### config.mk
export PLATFORM = sky130hd
export DESIGN_NAME = controle_jogo_param_flat
export DESIGN_NICKNAME = d
export VERILOG_FILES = /design/src/rtl/controle_jogo_if.sv /design/src/rtl/controle_jogo_param.sv /design/src/flat_wrapper.sv
export SDC_FILE = /design/constraint.sdc
export NUM_CORES = 1
export LEC_CHECK = 0
export BUFFER_PORTS_ARGS = -buffer_cell sky130_fd_sc_hd__buf_2
export CAP_MARGIN = 10
export CORE_UTILIZATION = 39
export CTS_CLUSTER_DIAMETER = 200
export DETAILED_ROUTE_END_ITERATION = 12
export GPL_ROUTABILITY_DRIVEN = 0
export PLACE_DENSITY = 0.62
export SKIP_CTS_REPAIR_TIMING = 1
export SLEW_MARGIN = 10
export SYNTH_ARGS = -nofsm -noshare
export SYNTH_HDL_FRONTEND = slang
export SYNTH_SLANG_ARGS = --single-unit
### constraint.sdc
create_clock -name clock -period 2.76 [get_ports clock]
set_clock_uncertainty 0.05 [all_clocks]
set_input_delay 0.276 -clock clock [delete_from_list [all_inputs] [get_ports clock]]
set_output_delay 0.276 -clock clock [all_outputs]
set_load 0.1 [all_outputs]
### src/rtl/controle_jogo_if.sv
// Bus between the sequence-memory game controller and its datapath/panel.
// The master side drives the player inputs; the slave side is the controller.
interface controle_jogo_if #(
    parameter int ADDR_W = 4
);
    logic              iniciar;
    logic              jogada;
    logic              jogada_correta;
    logic              modo;
    logic [ADDR_W-1:0] endereco;
    logic [ADDR_W-1:0] rodada;
    logic              registraR;
    logic              gravaRAM;
    logic              exibe_jogada_inicial;
    logic [2:0]        vidas_restantes;
    logic              pronto;
    logic              acertou;
    logic              errou;
    logic [3:0]        db_estado;

    modport master (
        output iniciar, jogada, jogada_correta, modo,
        input  endereco, rodada, registraR, gravaRAM, exibe_jogada_inicial,
               vidas_restantes, pronto, acertou, errou, db_estado
    );

    modport slave (
        input  iniciar, jogada, jogada_correta, modo,
        output endereco, rodada, registraR, gravaRAM, exibe_jogada_inicial,
               vidas_restantes, pronto, acertou, errou, db_estado
    );
endinterface

### src/rtl/controle_jogo_param.sv
// Parametrised control FSM for the sequence-memory game, with the round,
// play-index and play-timeout counters kept alongside the state register.
module controle_jogo_param #(
    parameter int N_RODADAS      = 16,
    parameter int ADDR_W         = 4,
    parameter int TIMEOUT_CICLOS = 5000,
    parameter int T_INICIAL      = 2000,
    parameter int VIDAS          = 1
) (
    input logic             clock,
    input logic             reset,
    controle_jogo_if.slave  bus
);
    typedef enum logic [3:0] {
        INICIAL       = 4'h0,
        ESPERA        = 4'h1,
        INICIO_RODADA = 4'h2,
        PREPARACAO    = 4'h3,
        REGISTRA      = 4'h4,
        COMPARACAO    = 4'h5,
        PROX_JOGADA   = 4'h6,
        ULTIMA_JOGADA = 4'h7,
        PROX_RODADA   = 4'h8,
        ESPERA_GRAVA  = 4'h9,
        PERDE_VIDA    = 4'hA,
        TOUT          = 4'hB,
        GRAVA         = 4'hC,
        VITORIA       = 4'hD,
        DERROTA       = 4'hE
    } state_t;

    localparam int T_MAX = (TIMEOUT_CICLOS > T_INICIAL) ? TIMEOUT_CICLOS : T_INICIAL;
    localparam int TW    = (T_MAX > 2) ? $clog2(T_MAX) : 1;

    localparam logic [TW-1:0]     T_INI_LAST = TW'(T_INICIAL - 1);
    localparam logic [TW-1:0]     T_OUT_LAST = TW'(TIMEOUT_CICLOS - 1);
    localparam logic [ADDR_W-1:0] IDX_LAST   = ADDR_W'(N_RODADAS - 1);
    localparam logic [2:0]        VIDAS_INI  = 3'(VIDAS);

    state_t            state_reg, state_next;
    logic [TW-1:0]     timer_reg, timer_next;
    logic [ADDR_W-1:0] endereco_reg, endereco_next;
    logic [ADDR_W-1:0] rodada_reg, rodada_next;
    logic [2:0]        vidas_reg, vidas_next;
    logic              modo_reg, modo_next;
    logic              tout_reg, tout_next;

    always_ff @(posedge clock or negedge reset) begin
        if (!reset) begin
            state_reg    <= INICIAL;
            timer_reg    <= '0;
            endereco_reg <= '0;
            rodada_reg   <= '0;
            vidas_reg    <= VIDAS_INI;
            modo_reg     <= 1'b0;
            tout_reg     <= 1'b0;
        end else begin
            state_reg    <= state_next;
            timer_reg    <= timer_next;
            endereco_reg <= endereco_next;
            rodada_reg   <= rodada_next;
            vidas_reg    <= vidas_next;
            modo_reg     <= modo_next;
            tout_reg     <= tout_next;
        end
    end

    // Timer defaults to zero so it is cleared in every non-counting state.
    always_comb begin
        state_next    = state_reg;
        timer_next    = '0;
        endereco_next = endereco_reg;
        rodada_next   = rodada_reg;
        vidas_next    = vidas_reg;
        modo_next     = modo_reg;
        tout_next     = tout_reg;

        case (state_reg)
            INICIAL, DERROTA, VITORIA, TOUT: begin
                if (bus.iniciar) begin
                    state_next    = PREPARACAO;
                    modo_next     = bus.modo;
                    vidas_next    = VIDAS_INI;
                    rodada_next   = '0;
                    endereco_next = '0;
                    tout_next     = 1'b0;
                end
            end
            PREPARACAO: begin
                if (timer_reg == T_INI_LAST) state_next = INICIO_RODADA;
                else                         timer_next = timer_reg + TW'(1);
            end
            INICIO_RODADA: begin
                endereco_next = '0;
                state_next    = ESPERA;
            end
            ESPERA: begin
                if (timer_reg == T_OUT_LAST) begin
                    state_next = PERDE_VIDA;
                    tout_next  = 1'b1;
                end else if (bus.jogada) begin
                    state_next = REGISTRA;
                end else begin
                    timer_next = timer_reg + TW'(1);
                end
            end
            REGISTRA: state_next = COMPARACAO;
            COMPARACAO: begin
                if (!bus.jogada_correta) begin
                    state_next = PERDE_VIDA;
                    tout_next  = 1'b0;
                end else if (endereco_reg == rodada_reg) begin
                    state_next = ULTIMA_JOGADA;
                end else begin
                    state_next = PROX_JOGADA;
                end
            end
            PROX_JOGADA: begin
                if (endereco_reg != IDX_LAST) endereco_next = endereco_reg + ADDR_W'(1);
                state_next = ESPERA;
            end
            ULTIMA_JOGADA: begin
                if (rodada_reg == IDX_LAST) state_next = VITORIA;
                else                        state_next = PROX_RODADA;
            end
            PROX_RODADA: begin
                if (rodada_reg != IDX_LAST)   rodada_next   = rodada_reg + ADDR_W'(1);
                if (endereco_reg != IDX_LAST) endereco_next = endereco_reg + ADDR_W'(1);
                state_next = modo_reg ? ESPERA_GRAVA : INICIO_RODADA;
            end
            ESPERA_GRAVA: begin
                if (timer_reg == T_OUT_LAST) begin
                    state_next = PERDE_VIDA;
                    tout_next  = 1'b1;
                end else if (bus.jogada) begin
                    state_next = GRAVA;
                end else begin
                    timer_next = timer_reg + TW'(1);
                end
            end
            GRAVA: state_next = INICIO_RODADA;
            PERDE_VIDA: begin
                if (vidas_reg != 3'd0) vidas_next = vidas_reg - 3'd1;
                // Last life gone: the cause recorded on entry picks the terminal state.
                if (vidas_reg <= 3'd1) state_next = tout_reg ? TOUT : DERROTA;
                else                   state_next = INICIO_RODADA;
            end
            default: state_next = INICIAL;
        endcase
    end

    always_comb begin
        bus.db_estado = 4'hF;
        case (state_reg)
            INICIAL, ESPERA, INICIO_RODADA, PREPARACAO, REGISTRA, COMPARACAO,
            PROX_JOGADA, ULTIMA_JOGADA, PROX_RODADA, ESPERA_GRAVA, PERDE_VIDA,
            TOUT, GRAVA, VITORIA, DERROTA: bus.db_estado = state_reg;
            default:                       bus.db_estado = 4'hF;
        endcase
    end

    assign bus.endereco             = endereco_reg;
    assign bus.rodada               = rodada_reg;
    assign bus.vidas_restantes      = vidas_reg;
    assign bus.registraR            = (state_reg == REGISTRA);
    assign bus.gravaRAM             = (state_reg == GRAVA);
    assign bus.exibe_jogada_inicial = (state_reg == PREPARACAO);
    assign bus.pronto               = (state_reg == VITORIA) || (state_reg == DERROTA) || (state_reg == TOUT);
    assign bus.acertou              = (state_reg == VITORIA);
    assign bus.errou                = (state_reg == DERROTA) || (state_reg == TOUT);
endmodule

### src/flat_wrapper.sv
// flat-port wrapper written by rule: the top's interface ports become plain ports
module controle_jogo_param_flat 
#(
    parameter int N_RODADAS      = 16,
    parameter int ADDR_W         = 4,
    parameter int TIMEOUT_CICLOS = 5000,
    parameter int T_INICIAL      = 2000,
    parameter int VIDAS          = 1
)
  (clock, reset, bus_iniciar, bus_jogada, bus_jogada_correta, bus_modo, bus_endereco, bus_rodada, bus_registraR, bus_gravaRAM, bus_exibe_jogada_inicial, bus_vidas_restantes, bus_pronto, bus_acertou, bus_errou, bus_db_estado);
  controle_jogo_if #(.ADDR_W(ADDR_W)) bus_i ();
  input logic clock;
  input logic reset;
  input wire logic [$bits(bus_i.iniciar)-1:0] bus_iniciar;
  input wire logic [$bits(bus_i.jogada)-1:0] bus_jogada;
  input wire logic [$bits(bus_i.jogada_correta)-1:0] bus_jogada_correta;
  input wire logic [$bits(bus_i.modo)-1:0] bus_modo;
  output wire logic [$bits(bus_i.endereco)-1:0] bus_endereco;
  output wire logic [$bits(bus_i.rodada)-1:0] bus_rodada;
  output wire logic [$bits(bus_i.registraR)-1:0] bus_registraR;
  output wire logic [$bits(bus_i.gravaRAM)-1:0] bus_gravaRAM;
  output wire logic [$bits(bus_i.exibe_jogada_inicial)-1:0] bus_exibe_jogada_inicial;
  output wire logic [$bits(bus_i.vidas_restantes)-1:0] bus_vidas_restantes;
  output wire logic [$bits(bus_i.pronto)-1:0] bus_pronto;
  output wire logic [$bits(bus_i.acertou)-1:0] bus_acertou;
  output wire logic [$bits(bus_i.errou)-1:0] bus_errou;
  output wire logic [$bits(bus_i.db_estado)-1:0] bus_db_estado;
  assign bus_i.iniciar = bus_iniciar;
  assign bus_i.jogada = bus_jogada;
  assign bus_i.jogada_correta = bus_jogada_correta;
  assign bus_i.modo = bus_modo;
  assign bus_endereco = bus_i.endereco;
  assign bus_rodada = bus_i.rodada;
  assign bus_registraR = bus_i.registraR;
  assign bus_gravaRAM = bus_i.gravaRAM;
  assign bus_exibe_jogada_inicial = bus_i.exibe_jogada_inicial;
  assign bus_vidas_restantes = bus_i.vidas_restantes;
  assign bus_pronto = bus_i.pronto;
  assign bus_acertou = bus_i.acertou;
  assign bus_errou = bus_i.errou;
  assign bus_db_estado = bus_i.db_estado;
  controle_jogo_param #(.N_RODADAS(N_RODADAS), .ADDR_W(ADDR_W), .TIMEOUT_CICLOS(TIMEOUT_CICLOS), .T_INICIAL(T_INICIAL), .VIDAS(VIDAS)) u_core (.clock(clock), .reset(reset), .bus(bus_i));
endmodule
==> results of run 1 <==
-- cell families (layout without fill, tap and decap cells) --
family | count (synthesis) | in the layout | share of synthesized area, %
and+or+nand+nor | 96 | 96 | 27.0
muxes | 8 | 8 | 4.63
adders and majority gates | 6 | 6 | 3.80
AOI/OAI and AO/OA | 38 | 38 | 13.2
buffers and inverters | 22 | 45 | 4.37
xor gates and xnor gates | 20 | 20 | 8.87
DFF | 30 | 30 | 38.1
-- path summary, 6_finish.rpt --
kind | start | to | slack [ns] | cells past startpoint
min reg2reg | u_core.timer_reg[0] | u_core.timer_reg[0] | 0.41 | 1
max in group asynchronous | reset | u_core.bus.vidas_restantes[1] | 2.20 | 1
min in group clock | bus_modo | u_core.modo_reg | 0.19 | 2
max reg2reg | u_core.state_reg[2] | u_core.modo_reg | 0.50 | 6
min | reset | u_core.bus.endereco[2] | -0.01 | 1
max | u_core.state_reg[2] | bus_pronto | 0.43 | 4
-- power by group through the flow --
stage	clock (W)	sequential, W	combinational, W
3_3_place_gp	0	0.000718	0.00165
5_1_grt	0.000406	0.000736	0.00178
2_1_floorplan	0	0.000917	0.00117
3_5_place_dp	0	0.000723	0.00165
4_1_cts	0.000380	0.000714	0.00165
6_report	0.000372	0.000713	0.00165
-- placed cells by master, fill, tap and decap left out, drive strengths merged, types with 5 or more instances in the layout --
master / count
nor2: 23
o21ai: 7
nand2b: 5
buf: 29
nand2: 16
a21oi: 9
dfrtp: 29
mux2i: 5
ha: 6
inv: 8
nor2b: 8
nand3: 13
xnor2: 14
nor3: 5
and3: 10
clkbuf: 8
xor2: 6
-- final cells by class --
type	count	area (µm²)	area share, %
clock buffer	8	90.1	4.00
inverter	8	30.0	1.33
multi-input combinational	168	1140	50.7
sequential	30	752	33.4
tap	67	83.8	3.73
timing repair buffer	29	153	6.79
-- metal layers --
metal,track usage (%),vias to the layer above,wire [µm]
li1,-,824,-
met1,25.3,779,2160
met2,28.6,27,2060
met3,3.87,7,133
met4,6.54,0,76
met5,0,-,0
-- stage by stage --
step,setup WS [ns],instance area [µm²]
5_1_grt,0.320,2250
4_1_cts,0.397,2250
3_5_place_dp,0.497,2160
6_report,0.430,2250
3_3_place_gp,0.565,2160
2_1_floorplan,0.270,1980
-- worst max-delay path, delay by kind of cell (launching register included) --
family | cells | cell delay, ns
AO/OA/AOI/OAI | 1 | 0.16
XOR/XNOR | 1 | 0.29
buffers and inverters | 2 | 0.59
flip-flops | 1 | 0.68
==> out/results.env, run 1 <==
ACHIEVABLE-FREQUENCY_GHz=0.429
CP_CELL_SEQUENCE='xor2_1, a31oi_1, inv_1, buf_2'
DIE_SPAN_IN_Y_UM=73.2
FINAL_NET_COUNT=254
H_TREE_DEPTH=2
SYNTH-SEQ-CELLS=30
POST_SYNTH.CELL_AREA_AVG_UM2=8.97
GLOBALROUTE.TOTALOVERFLOW=0
DETAILEDROUTE.FIRSTPASSITERATIONCOUNT=4
POWER.IR.VDD_WORST_mV=0.604
RSZ0062_AT_GRT='false'
NETLIST.AREA_LEADER.SHARE_PCT=36.8
POWER.SHARE.CLOCK_PCT=13.6
SHARE_SEQ_OF_TOTAL_POWER_PCT=26.1
SUM_OF_NET_HALF_PERIMETERS_AFTER_DETAILED_PLACEMENT_MM=3.11
SYNTH_MOST_COMMON_CELL='sky130_fd_sc_hd__dfrtp_1'
CLKTRANSATPATHREGS_NS=0.07
WORST_HOLD_MARGIN_NS=-0.0138
SETUP.WORST_PATH.END_CLASS='primary output'
CTS-BUFFERS-INSERTED=5
CLOCK_INSERTION_DELAY_WORST_SKEW_NS=0.28
FLOORPLAN.INITIALDENSITY_PCT=41.3
CTS-ROOT-TO-SINK-BUFFERS=2
INTERNAL_CELL_POWER_W=0.00122
VIASPERCELL=5.28
SYNTH-WARNING-COUNT=0
TIGHTESTPINTRANSITION_NS=0.720
STATUS='finished with violations'
POSTSYNTHCELLCOUNT=220
CP_DATA_REQUIRED_TIME_NS=2.43
SETUP-TNS-FINAL_NS=0
GRT_ANTENNA_BEFORE_REPAIR=0
PLACE.DETAILED.INSTANCES=302
SW_FRAC_OF_TOTAL_PCT=55.4
SYNTH.TOP_CELLS.BY_AREA='sky130_fd_sc_hd__dfrtp_1 (37%), sky130_fd_sc_hd__xnor2_1 (6.2%), sky130_fd_sc_hd__nor2_1 (4.4%)'
POWER_W=0.00274
FAILED_CHECKS='negative hold slack'
PLACE.PORT_BUFFERS=26
FINAL-INSTANCE-COUNT-EXCL-FILL=310
POST_ROUTE_CELLS_DRIVE_ABOVE_1_SHARE_PCT=18.5
SYNTH_AREA_MM2=0.00197
DETAILEDROUTE.FIRSTITERATIONVIOLATIONS=83
ANTENNA_LEFT=0
CRITPATHSLOWESTCELL='sky130_fd_sc_hd__dfrtp_1'
CLASS_OF_THE_WORST_HOLD_PATH='input pin to async pin'
FILL_CELLS=479
CRIT_PATH_START_KIND='flip-flop'
CORE_AREA_MM2=0.00479
AREA_GROWTH_PCT=13.9
POWER_DENSITY_mW_PER_MM2=1220
PLACEMENTROWS=25
SYNTH.DISTINCT_CELLS=50
SETUP_VIOL=0
WORST_SLEW_MARGIN_REL_PCT=52.0
ROUTED_WL_MM=4.43
SYNTHFLOPTYPE='sky130_fd_sc_hd__dfrtp_1'
FINAL.PERIOD_UTILIZATION_PCT=84.4
SYNTH.CELLS.MOST_FREQUENT='sky130_fd_sc_hd__dfrtp_1 (29), sky130_fd_sc_hd__nor2_1 (23), sky130_fd_sc_hd__nand2_1 (16)'
FIN_CRIT_NS=2.33
WORST_PATH_LARGEST_CELL_DELAY_NS=0.68
GRT_PASS1_VIAS=1524
TRITONCTS_NUM_SINKS=30
GLOBAL_ROUTE_WIRE_LENGTH_BEFORE_REPAIR_MM=7.47
GRT_MAX_DEGREE=31
FRACTION_OF_REGISTERS_WITH_ASYNC_SET_OR_RESET_AFTER_SYNTHESIS_PCT=100
WL_PER_CELL_UM=14.3
POST-SYNTH-TOP-AREA-CELL='sky130_fd_sc_hd__dfrtp_1'
WORSTPATHMAXFANOUT=19
SYNTH_ENABLE_FLOP_CELLS=0
TRITONCTS='built'
DRV.MAX_CAP_VIOLATION_COUNT=0
LARGEST_REGISTER_FF_COUNT=13
GRT_TOTAL_USAGE_PCT=18.4
P_SW_W=0.00151
FINAL_UTIL_PCT=47.0
DIE_W_UM=73.2
DR_TOTAL_VIAS=1637
COMB_POWER_SHARE_PCT=60.4
NUMBER_OF_PLACED_I_O_PINS=27
REMAINING_DRC_ERRORS=0
P_LEAK_nW=1.05
CTS_ROOT_BUF='sky130_fd_sc_hd__clkbuf_8'
FLOORPLAN.DIE_AREA_MM2=0.00535
HOLD_VIOL_FINAL=4
CP_DATA_ARRIVAL_TIME_NS=2.00
SYNTH.NET_COUNT=232
SYNTH_SEQ_AREA_SHARE_PCT=38.1
WORST-SETUP-PATH-TYPE='flip-flop to primary output'
MAXSLEWVIOLCOUNT=0
ANTENNADIODECOUNT=0
(Power assumes the default switching activity.)
==> run 2: changes to the inputs <==
==> constraint.sdc (replaced) <==
create_clock -name clock -period 2.2 [get_ports clock]
set_clock_uncertainty 0.05 [all_clocks]
set_input_delay 0.22 -clock clock [delete_from_list [all_inputs] [get_ports clock]]
set_output_delay 0.22 -clock clock [all_outputs]
set_load 0.1 [all_outputs]
==> run 2 against run 1 <==
The run now ends clean. Critical path type is now flip-flop to flip-flop. Clock-buffer cell count unchanged. Die area unchanged. Highest routed layer unchanged. Wire length up 0.52%. First-iteration DRC count up 27%.
==> out/results.env, run 2 (synthesis gave the netlist of run 1 again) <==
STATUS='complete, no violations'
LARGEST_REGISTER_FF_COUNT=13  # unchanged
GLOBALROUTE.TOTALOVERFLOW=0  # unchanged
CLASS_OF_THE_WORST_HOLD_PATH='input pin to flip-flop'
FF2FF_PATH_DEPTH=6  # unchanged
CP_DATA_ARRIVAL_TIME_NS=2.20  # +0.20 ns
COMB_POWER_SHARE_PCT=63.1  # +2.7 points
SETUP.WORST_PATH.END_CLASS='flip-flop'
MAXSLEWVIOLCOUNT=0  # unchanged
POWER.SHARE.CLOCK_PCT=14.4  # +0.8 points
PRE_CTS_WS_NS=0.158  # -0.339 ns
GLOBAL_ROUTE_WIRE_LENGTH_BEFORE_REPAIR_MM=7.28  # -2.5%
CP_DATA_REQUIRED_TIME_NS=2.32  # -0.11 ns
ROUTED_WL_MM=4.46  # +0.52%
DIE_SPAN_IN_Y_UM=73.2  # unchanged
NUMBER_OF_PLACED_I_O_PINS=27  # unchanged
ANTENNA_LEFT=0  # unchanged
FINAL.PERIOD_UTILIZATION_PCT=94.6
CLKTRANSATPATHREGS_NS=0.07  # about the same
HOLD_VIOL_FINAL=0  # -4
PLACEMENTROWS=25  # unchanged
POWER_DENSITY_mW_PER_MM2=1510  # +24%
CRIT-REG2REG-LAUNCH='u_core.timer_reg[5]'
CTS-BUFFERS-INSERTED=5  # unchanged
FINAL_NET_COUNT=266  # +4.7%
INTERNAL_CELL_POWER_W=0.00173  # +42%
POST_ROUTE_CELLS_DRIVE_ABOVE_1_SHARE_PCT=25.9  # +7.4 points
SW_FRAC_OF_TOTAL_PCT=53.1  # -2.2 points
WL_PER_CELL_UM=13.8  # -3.2%
WORST-SETUP-PATH-TYPE='flip-flop to flip-flop'
WORSTHOLDSTART='bus_modo'
FLOORPLAN.INITIALDENSITY_PCT=41.3  # unchanged
SHARE_SEQ_OF_TOTAL_POWER_PCT=22.6  # -3.5 points
TRITONCTS='built'
FLOORPLAN.DIE_AREA_MM2=0.00535  # unchanged
WORST-R2R-SETUP-SLACK_NS=0.12  # -0.38 ns
DR_TOTAL_VIAS=1675  # +2.3%
P_LEAK_nW=1.13  # +7.2%
MOST_COMMON_LIBRARY_CELL_IN_THE_LAYOUT_IGNORING_FILL_AND_TAPS='sky130_fd_sc_hd__dfrtp_1'
DETAILEDROUTE.FIRSTPASSITERATIONCOUNT=4  # unchanged
RSZ0062_AT_GRT='false'
DETAILEDROUTE.FIRSTITERATIONVIOLATIONS=105  # +27%
WORST_HOLD_PATH.ENDPOINT='u_core.modo_reg'
SETUP_VIOL=0  # unchanged
GRT_MAX_DEGREE=31  # unchanged
GRT_TOTAL_USAGE_PCT=18.2  # -0.25 points
AREA_GROWTH_PCT=24.0
FINAL_CELL_MIX='sky130_fd_sc_hd__dfrtp_1 (26), sky130_fd_sc_hd__nor2_1 (23), sky130_fd_sc_hd__buf_2 (23)'
CP-STARTPOINT='u_core.timer_reg[5]'
HOLDPATHSTAGES=2
CTS-ROOT-TO-SINK-BUFFERS=2  # unchanged
FIN_CRIT_NS=2.08
ACHIEVABLE-FREQUENCY_GHz=0.480
WORST_SLEW_MARGIN_REL_PCT=54.2  # +2.2 points
TRITONCTS_NUM_SINKS=30  # unchanged
DRV.MAX_CAP_VIOLATION_COUNT=0  # unchanged
CORE_AREA_MM2=0.00479  # unchanged
R2R-END='u_core.state_reg[1]'
WORST_PATH_LARGEST_CELL_DELAY_NS=0.57  # -0.11 ns
WORSTPATHMAXFANOUT=14  # -5
FINALWORSTSETUPSLACK_NS=0.118  # -0.311 ns
TIGHTESTPINTRANSITION_NS=0.688  # -0.0323 ns
POWER.IR.VDD_WORST_mV=0.979  # +62%
CRITPATHSLOWESTCELL='sky130_fd_sc_hd__or4b_4'
CP_CELL_SEQUENCE='or4b_4, nor4_1, o32a_2, buf_4, o221ai_1, o21a_1'
CRIT_PATH_START_KIND='flip-flop'
REMAINING_DRC_ERRORS=0  # unchanged
P_SW_W=0.00196  # +29%
H_TREE_DEPTH=2  # unchanged
SETUP-TNS-FINAL_NS=0  # unchanged
CLOCK_INSERTION_DELAY_WORST_SKEW_NS=0.28  # about the same
VIASPERCELL=5.20  # -1.5%
DIE_W_UM=73.2  # unchanged
PLACE.PORT_BUFFERS=26  # unchanged
ANTENNADIODECOUNT=0  # unchanged
CTS_ROOT_BUF='sky130_fd_sc_hd__clkbuf_8'
GRT_ANTENNA_BEFORE_REPAIR=0  # unchanged
GRT_PASS1_VIAS=1569  # +3.0%
SUM_OF_NET_HALF_PERIMETERS_AFTER_DETAILED_PLACEMENT_MM=3.31  # +6.7%
==> run 2: power by group through the flow <==
stage / registers (W) / logic, W / clock network [W]
after detailed placement: 0.000844 / 0.00233 / 0
after CTS: 0.000834 / 0.00233 / 0.000541
after global placement: 0.000842 / 0.00233 / 0
final: 0.000833 / 0.00233 / 0.000530
after floorplan: 0.00116 / 0.00154 / 0
after global routing: 0.000857 / 0.00249 / 0.000563
==> run 2: worst max path at each step <==
stage | end | depth (start not counted) | slack [ns]
5_1_grt | bus_pronto | 4 | 0.03
2_1_floorplan | bus_registraR | 3 | -0.11
3_5_place_dp | u_core.state_reg[3] | 5 | 0.16
3_3_place_gp | u_core.tout_reg | 5 | 0.16
4_1_cts | bus_pronto | 4 | 0.12
6_report | u_core.state_reg[1] | 6 | 0.12
==> run 2: cell type report <==
type	instances	area, µm²
Inverter	8	33.8
Sequential cell	30	756
Fill cell	451	2340
Multi-Input combinational cell	168	1170
Tap cell	67	83.8
Timing Repair Buffer	41	290
Clock buffer	8	110
==> run 2: critical path, delay by kind of cell, from the launching register on <==
| kind | cells | cell delay [ns] |
|---|---|---|
| AOI/OAI and AO/OA | 3 | 0.49 |
| buffers and inverters | 1 | 0.19 |
| DFF | 1 | 0.38 |
| and+or+nand+nor | 2 | 0.86 |
==> run 2: per-stage QoR <==
| step | cells | power [W] | util [%] | hold WS, ns | area (µm²) |
|---|---|---|---|---|---|
| 2_1_floorplan | 220 | 0.00270 | - | -0.126 | 2030 |
| 5_1_grt | 322 | 0.00391 | 51.1 | 0.115 | 2450 |
| 6_report | 322 | 0.00369 | 51.1 | 0.120 | 2450 |
| 3_3_place_gp | 313 | 0.00318 | 48.6 | 0.255 | 2330 |
| 4_1_cts | 321 | 0.00371 | 50.9 | -0.0439 | 2440 |
| 3_5_place_dp | 313 | 0.00317 | 48.6 | 0.265 | 2330 |
==> run 2: per-layer routing <==
metal  part of all wire [%]  vias up  GRT usage, %  wire length (µm)
met3                    3.3        9          3.87               145
met1                     48      795          24.3              2160
met4                    2.1        0          8.50                94
li1                       -      841             -                 -
met5                      0        -             0                 0
met2                     46       30          28.1              2060
==> run 3: changes to the inputs <==
--- a/config.mk
+++ b/config.mk
@@ -7,11 +7,12 @@
 export LEC_CHECK = 0
 export BUFFER_PORTS_ARGS = -buffer_cell sky130_fd_sc_hd__buf_2
 export CAP_MARGIN = 10
-export CORE_UTILIZATION = 39
+export CORE_ASPECT_RATIO = 0.6
+export CORE_UTILIZATION = 55
 export CTS_CLUSTER_DIAMETER = 200
 export DETAILED_ROUTE_END_ITERATION = 12
 export GPL_ROUTABILITY_DRIVEN = 0
-export PLACE_DENSITY = 0.62
+export PLACE_DENSITY = 0.81
 export SKIP_CTS_REPAIR_TIMING = 1
 export SLEW_MARGIN = 10
 export SYNTH_ARGS = -nofsm -noshare
==> run 3 against run 2 <==
Sequential power is 4.0% higher. Clock-buffer cell count is 2 lower. Wire length is 8.0% higher. Global-route usage is 10 points higher. Power is 2.1% higher. Final area is 0.36% lower. Critical path depth is 1 lower. First-iteration DRC count is 56% higher. Die area is 28% lower. Hold slack better by 0.0031 ns. Highest routed layer unchanged.
==> out/results.env, run 3 (synthesis gave the netlist of run 1 again) <==
STATUS='complete, no violations'
DR_TOTAL_VIAS=1774  # +5.9%
MAXSLEWVIOLCOUNT=0  # unchanged
ACHIEVABLE-FREQUENCY_GHz=0.473  # -1.5%
CRITICAL_PATH.MOST_COMMON_CELL='sky130_fd_sc_hd__buf_4'
ROUTED_WL_MM=4.81  # +8.0%
GLOBAL_ROUTE_WIRE_LENGTH_BEFORE_REPAIR_MM=8.20  # +13%
CLKTRANSATPATHREGS_NS=0.07  # about the same
GRT_MAX_DEGREE=31  # unchanged
FILL_CELLS=244  # -46%
NUMBER_OF_PLACED_I_O_PINS=27  # unchanged
TIGHTESTPINTRANSITION_NS=0.682  # -0.00528 ns
ANTENNADIODECOUNT=0  # unchanged
CP_DATA_ARRIVAL_TIME_NS=1.84  # -0.36 ns
COMB_POWER_SHARE_PCT=64.6  # +1.5 points
LARGEST_REGISTER_FF_COUNT=13  # unchanged
DETAILEDROUTE.FIRSTPASSITERATIONCOUNT=4  # unchanged
PRE_CTS_WS_NS=0.126  # -0.0323 ns
SHARE_SEQ_OF_TOTAL_POWER_PCT=23.0  # +0.4 points
CTS-BUFFERS-INSERTED=5  # unchanged
DETAILEDROUTE.FIRSTITERATIONVIOLATIONS=164  # +56%
SETUP.WORST_PATH.END_CLASS='primary output'
PLACEDINSTANCEAREA_MM2=0.00232  # -0.21%
RSZ0062_AT_GRT='false'
FINALWORSTSETUPSLACK_NS=0.0859  # -0.0325 ns
SUM_OF_NET_HALF_PERIMETERS_AFTER_DETAILED_PLACEMENT_MM=3.60  # +8.5%
WL_PER_CELL_UM=15.8  # +14%
CRIT_PATH_START_KIND='flip-flop'
MOST_COMMON_LIBRARY_CELL_IN_THE_LAYOUT_IGNORING_FILL_AND_TAPS='sky130_fd_sc_hd__dfrtp_1'
PLACEMENTROWS=16  # -36%
P_SW_W=0.00204  # +4.2%
CP_CELL_SEQUENCE='buf_4, nor2_1, buf_4, and3_1, buf_2'
CTS_ROOT_BUF='sky130_fd_sc_hd__clkbuf_8'
INTERNAL_CELL_POWER_W=0.00173  # -0.26%
GRT_TOTAL_USAGE_PCT=28.4  # +10 points
WORST_PATH_LARGEST_CELL_DELAY_NS=0.47  # -0.10 ns
MULTIINPUTGATEAREA_MM2=0.00118  # +0.75%
PLACE.PORT_BUFFERS=26  # unchanged
P_LEAK_nW=1.14  # +1.2%
CLOCK_INSERTION_DELAY_WORST_SKEW_NS=0.28  # about the same
TRITONCTS_NUM_SINKS=30  # unchanged
WORST_SLEW_MARGIN_REL_PCT=54.5  # +0.35 points
FIN_CRIT_NS=2.11  # +0.0325 ns
SW_FRAC_OF_TOTAL_PCT=54.2  # +1.1 points
H_TREE_DEPTH=2  # unchanged
FINAL_NET_COUNT=271  # +1.9%
AREA_GROWTH_PCT=23.5
ANTENNA_LEFT=0  # unchanged
CORE_AREA_MM2=0.00334  # -30%
TRITONCTS='built'
CRIT_BUF_INV=3  # +2
FLOORPLAN.INITIALDENSITY_PCT=59.1  # +18 points
WORST-SETUP-PATH-TYPE='flip-flop to primary output'
SETUP_VIOL=0  # unchanged
HOLD_VIOL_FINAL=0  # unchanged
SEQUENTIAL_CELL_AREA_UM2=756  # unchanged
FINAL_CELL_MIX='sky130_fd_sc_hd__dfrtp_1 (26), sky130_fd_sc_hd__nor2_1 (23), sky130_fd_sc_hd__buf_2 (23)'
PLACE.DETAILED.INSTANCES=296  # -5.4%
GRT_ANTENNA_BEFORE_REPAIR=0  # unchanged
POST_ROUTE_CELLS_DRIVE_ABOVE_1_SHARE_PCT=27.3  # +1.4 points
POWER_DENSITY_mW_PER_MM2=1540  # +2.5%
CTS-ROOT-TO-SINK-BUFFERS=2  # unchanged
CPLARGESTDELAYFAMILY='buffers and inverters'
FINAL.PERIOD_UTILIZATION_PCT=96.1  # +1.5 points
POWER.SHARE.CLOCK_PCT=12.4  # -2.0 points
FLOORPLAN.DIE_AREA_MM2=0.00384  # -28%
WORSTPATHMAXFANOUT=7  # -7
FINAL-INSTANCE-COUNT-EXCL-FILL=305  # -5.3%
DIE_SPAN_IN_Y_UM=48.4  # -34%
POWER.IR.VDD_WORST_mV=1.16  # +19%
DIE_W_UM=79.4  # +8.5%
CLASS_OF_THE_WORST_HOLD_PATH='input pin to flip-flop'
CRITPATHSLOWESTCELL='sky130_fd_sc_hd__dfrtp_1'
FINISH.INSTANCE_AREA_MM2=0.00244  # -0.36%
REMAINING_DRC_ERRORS=0  # unchanged
GLOBALROUTE.TOTALOVERFLOW=0  # unchanged
GRT_PASS1_VIAS=1652  # +5.3%
CP_DATA_REQUIRED_TIME_NS=1.93  # -0.39 ns
DRV.MAX_CAP_VIOLATION_COUNT=0  # unchanged
VIASPERCELL=5.82  # +12%
run 3: routing by layer:
layer	wire length [µm]	global-route usage [%]
met5	0	0
met4	70	8.79
met3	394	5.28
met2	1950	36.4
met1	2400	46.9
run 3: through the flow:
step	util [%]	setup TNS, ns	hold slack, ns	power, W
after CTS	72.3	0	-0.0608	0.00374
after detailed placement	69.5	0	0.245	0.00325
final	72.9	0	0.123	0.00377
after global routing	72.9	0	0.116	0.00398
after global placement	69.5	0	0.251	0.00321
after floorplan	-	-0.319	-0.126	0.00270
run 3: power groups by stage:
stage                     sequential [W]  combinational [W]  clock [W]
final                           0.000866            0.00243   0.000468
after global routing            0.000891            0.00259   0.000506
after CTS                       0.000855            0.00241   0.000475
after detailed placement        0.000863            0.00239          0
after global placement          0.000855            0.00236          0
after floorplan                  0.00116            0.00154          0
run 3: final timing paths:
path	start	endpoint	slack, ns	depth (start not counted)
max	u_core.state_reg[0]	bus_gravaRAM	0.09	5
min	bus_modo	u_core.modo_reg	0.12	2
max reg2reg	u_core.timer_reg[3]	u_core.state_reg[3]	0.10	5
min reg2reg	u_core.timer_reg[0]	u_core.timer_reg[0]	0.41	1
max in group asynchronous	reset	u_core.bus.vidas_restantes[1]	1.16	2
min in group asynchronous	reset	u_core.timer_reg[2]	0.46	2
run 3: cell type report:
class                           count  share of cell area [%]
Multi-Input combinational cell    168                    48.5
Sequential cell                    30                    31.0
Timing Repair Buffer               46                    12.9
Clock buffer                        6                    3.39
Tap cell                           45                    2.31
Inverter                            8                    1.39
Clock inverter                      2                   0.513
